File: src/rtl/universal_ff_bank.sv
// Per-bit universal flip-flop bank (SR/JK/D/T by runtime mode) with an SR-forbidden hold-and-flag path.
// Latency one cycle from sampled inputs to all outputs. No backpressure; en=0 freezes q and err_cnt.
module universal_ff_bank #(
  parameter int                 WIDTH     = 8,
  parameter logic [WIDTH-1:0]   RESET_VAL = {WIDTH{1'b0}},
  parameter int                 ERR_CNT_W = 8
) (
  input  logic                 clk,
  input  logic                 rst_n,
  input  logic                 en,
  input  logic [1:0]           mode,
  input  logic [WIDTH-1:0]     a,
  input  logic [WIDTH-1:0]     b,
  output logic [WIDTH-1:0]     q,
  output logic [WIDTH-1:0]     qbar,
  output logic                 illegal,
  output logic [WIDTH-1:0]     illegal_bits,
  output logic [ERR_CNT_W-1:0] err_cnt
);

  localparam logic [1:0] MODE_SR = 2'b00;
  localparam logic [1:0] MODE_JK = 2'b01;
  localparam logic [1:0] MODE_D  = 2'b10;
  localparam logic [1:0] MODE_T  = 2'b11;
  localparam logic [ERR_CNT_W-1:0] CNT_MAX = {ERR_CNT_W{1'b1}};

  logic [WIDTH-1:0]     q_q, q_d;
  logic [WIDTH-1:0]     ill_bits_q, ill_bits_d;
  logic                 ill_q, ill_d;
  logic [ERR_CNT_W-1:0] cnt_q, cnt_d;

  always_comb begin
    q_d        = q_q;
    ill_bits_d = '0;
    if (en) begin
      case (mode)
        // S=R=1 holds because (a ^ b) is 0 there, keeping q_q.
        MODE_SR: begin
          q_d        = (a & ~b) | (q_q & ~(a ^ b));
          ill_bits_d = a & b;
        end
        MODE_JK: q_d = (a & ~q_q) | (~b & q_q);
        MODE_D:  q_d = a;
        MODE_T:  q_d = q_q ^ a;
        default: q_d = q_q;
      endcase
    end
    ill_d = |ill_bits_d;
    cnt_d = cnt_q;
    if (ill_d && (cnt_q != CNT_MAX)) begin
      cnt_d = cnt_q + 1'b1;
    end
  end

  always_ff @(posedge clk) begin
    if (!rst_n) begin
      q_q        <= RESET_VAL;
      ill_bits_q <= '0;
      ill_q      <= 1'b0;
      cnt_q      <= '0;
    end else begin
      q_q        <= q_d;
      ill_bits_q <= ill_bits_d;
      ill_q      <= ill_d;
      cnt_q      <= cnt_d;
    end
  end

  assign q            = q_q;
  assign qbar         = ~q_q;
  assign illegal      = ill_q;
  assign illegal_bits = ill_bits_q;
  assign err_cnt      = cnt_q;

endmodule
File: config.mk
export PLATFORM = sky130hd
export DESIGN_NAME = universal_ff_bank
export DESIGN_NICKNAME = d
export VERILOG_FILES = /design/src/rtl/universal_ff_bank.sv
export SDC_FILE = /design/constraint.sdc
export NUM_CORES = 1
export LEC_CHECK = 0
export CAP_MARGIN = 20
export CORE_ASPECT_RATIO = 0.9
export CORE_MARGIN = 2
export CORE_UTILIZATION = 42
export CTS_BUF_LIST = sky130_fd_sc_hd__clkbuf_2 sky130_fd_sc_hd__clkbuf_4 sky130_fd_sc_hd__clkbuf_8
export CTS_CLUSTER_SIZE = 28
export DETAILED_ROUTE_END_ITERATION = 16
export DONT_BUFFER_PORTS = 1
export PLACE_DENSITY = 0.64
export SYNTH_ARGS = -nofsm -noshare
export SYNTH_HDL_FRONTEND = slang
export SYNTH_SLANG_ARGS = --single-unit
File: constraint.sdc
create_clock -name clk -period 2.3 [get_ports clk]
set_clock_uncertainty 0.2 [all_clocks]
set_input_delay 0.46 -clock clk [delete_from_list [all_inputs] [get_ports clk]]
set_output_delay 0.46 -clock clk [all_outputs]
set_load 0.05 [all_outputs]
==> summary.md <==
| Metric | Value |
|---|---|
| Status | `complete, no violations` |
| Setup violators final | `0` |
| CTS resizes | `0` |
| Slew headroom | `66.1%` |
| Final setup TNS | `0 ps` |
| LEAKAGE | `0.743 nW` |
| Post-Synth XOR/XNOR Area | `0%` |
| RSZ-0062 raised after global routing | `no` |
| Largest net degree at the start of global routing | `20` |
| Simple-gate share of the synthesized area | `20.8%` |
| Drt total wl | `3760 µm` |
| Most frequent cells after synthesis | `dfxtp_1, inv_1, ha_1, mux2i_1, nand2_1` |
| Hold Fails Final Rpt | `0` |
| Routed vias | `1351` |
| Worst slew pin tran | `506 ps` |
| Hold depth | `1` |
| PD cells | `539 nW/µm²` |
| Synth Flop Type | `dfxtp_1` |
| Post-synthesis mux area share | `10.5%` |
| Total gr overflow | `0` |
| CTS Sinks | `25` |
| Worst hold endpoint | `q[1]` |
| DRT antenna net count | `0` |
| CTS root buffer | `clkbuf_8` |
| WL per Instance | `15.7 µm` |
| Post-Syn Area | `1620 µm²` |
| First-pass GRT wire length | `6550 µm` |
| Post-synthesis register bit count | `25` |
| Post-synthesis cell count | `184` |
| Clock tree buffer depth | `2` |
| Area of the multi-input gates | `996 µm²` |
| Syn Nets | `222` |
| Share of cells above drive strength 1 | `16.5%` |
| Die area | `4360 µm²` |
| Die width | `69.4 µm` |
| Crit Path Class | `in2reg` |
| H-Tree Depth | `1` |
| Yosys warns | `0` |
| Number of global-route vias before repair | `1393` |
| Internal power | `0.000649 W` |
| Fill cells | `363` |
| TritonCTS clock tree | `done` |
| Initial Util | `43.6%` |
| RR Endpoint | `err_cnt[5]` |
| Final GP Congestion | `0.834` |
| Setup bufs post-CTS | `0` |
| DP Wirelength | `2850 µm` |
| Final Max Slew Viols | `0` |
| Compound-Gate Fraction of Synth Area | `17.1%` |
| Post-synth cell types | `36` |
| Synth async-reset ratio | `0%` |
| Ranking of synthesized cells by area | `dfxtp_1, ha_1, mux2i_1` |
| Clk_lat worst skew | `270 ps` |
| ANT cells | `0` |
| IO Pins | `54` |
| CTS Buf Count | `3` |
| Worst r2r src | `err_cnt[0]` |
| CP Capture Type | `flop` |
| Achievable Freq | `520 MHz` |
| Required time of the critical path | `2260 ps` |
| Seq/Total Area, Yosys | `31.0%` |
| Post-CTS Hold Fix Bufs | `0` |
| Layout overhead on the synthesized area | `11.1%` |
| Psw | `0.000317 W` |
| Die Y | `62.8 µm` |
| Max Cap Viol | `0` |
| CP Launch Type | `input port` |
| Clock power share | `27.2%` |
| Port buffer count | `0` |
| FF+latch area | `500 µm²` |
| Adder-cell share of the synthesized area | `13.2%` |
| Nets | `233` |
| Count leader, synth | `dfxtp_1` |
| Area share of the largest cell type after synthesis | `31.0%` |
| Final worst path period share | `83.5%` |
| Sequential power share | `48.1%` |
| Syn avg cell area | `8.78 µm²` |
| Reg2reg path depth | `5` |
| Core area | `3700 µm²` |
| Max VDD drop | `378 µV` |
| FF-to-FF setup slack | `380 ps` |
| Final worst path period need | `1920 ps` |
| Critical path arrival | `1880 ps` |
| Hold_sp | `rst_n` |
| Hold slack | `114 ps` |
| Worst min path class | `in2reg` |
| Switching part of the total | `32.8%` |
| Largest family of logic cells by synthesized area | `simple AND/OR/NAND/NOR gates` |
| Vias per cell | `5.63` |
| Initial antenna violation count | `0` |
| Detailed Routing Iterations Pass 1 | `4` |
| DRC errors left | `0` |
| Clock-pin slew on the worst setup and hold paths | `90 ps` |
| Post-synth top area cell | `dfxtp_1` |
| Post-synth EDFFs | `0` |
| Row count | `21` |
| Global Route Usage Sum | `18.3%` |
| DR iter-0 viols | `62` |
| Comb power frac | `24.7%` |
| Crit path max fanout | `14` |
[sequential cells by signal (all words and copies together) (netlist names)]
signal and flops:
q 8, illegal_bits 8, err_cnt 8, illegal 1
[final cells by class]
cell class | count | area share (%)
inverter | 19 | 3.97
clock buffer | 3 | 2.30
timing repair buffer | 16 | 6.69
sequential | 25 | 27.9
clock inverter | 1 | 0.418
tap | 46 | 3.21
multi-input combinational | 130 | 55.5
[worst max-delay path: stages]
cell and delay, ps:
ha_1 200, or4_4 550, o211ai_4 400, nor4b_2 120, mux2i_1 140
[cells by family after synthesis]
kind of cell               count (synthesis)
and+or+nand+nor                           58
adders and majority gates                 17
buffers and inverters                     29
DFF                                       25
AOI/OAI and AO/OA                         38
muxes                                     17
[through the flow]
stage               power (W)  instance area [µm²]  cells  util (%)  setup WS, ps
detailed placement   0.000715                 1750    236      47.1          90.8
global route          0.00102                 1790    240      48.4           194
global placement     0.000705                 1750    236      47.1           140
finish               0.000967                 1790    240      48.4           379
CTS                  0.000981                 1790    240      48.4           382
floorplan            0.000688                 1620    184         -           249
[power groups by stage]
stage                     logic [W]  registers (W)  clock network (W)
final                      0.000239       0.000465           0.000263
after global placement     0.000231       0.000474                  0
after global routing       0.000257       0.000467           0.000295
after CTS                  0.000240       0.000465           0.000276
after floorplan            0.000160       0.000528                  0
after detailed placement   0.000240       0.000475                  0
[layout by cell type, fill, tap and decap left out]
master	instances
o211ai_4	1
and2_1	7
nand2_1	16
a21oi_1	6
nand2b_1	1
clkbuf_8	3
or2_2	1
a31oi_1	1
a21o_1	1
nand4_1	1
a221oi_1	7
o2111ai_1	1
and2_2	1
buf_4	16
nand3_1	4
o21ai_1	1
o31ai_1	2
clkinvlp_4	1
or4_1	1
dfxtp_1	25
or3_2	3
nor2_1	9
nor2_2	1
o21ai_0	7
o311ai_1	1
ha_1	17
inv_1	19
or4_4	2
o41ai_1	2
nor4b_2	1
nor3b_1	7
mux2i_1	17
o21a_1	8
and3_1	1
nor3_2	2
[how the worst max path moves through the flow]
stage | from | to | depth (start not counted)
global placement | a[6] | err_cnt[7] | 5
CTS | a[6] | err_cnt[5] | 5
finish | a[6] | err_cnt[5] | 5
global route | err_cnt[0] | err_cnt[5] | 5
detailed placement | a[6] | err_cnt[5] | 5
floorplan | a[6] | err_cnt[5] | 6
[per-layer routing]
layer	wire, µm	track usage [%]	vias up
li1	-	-	666
met1	1650	21.7	630
met2	1780	31.4	48
met3	271	6.13	7
met4	57	5.39	0
met5	0	0	-
No activity file was read; power rests on OpenSTA's default activity.
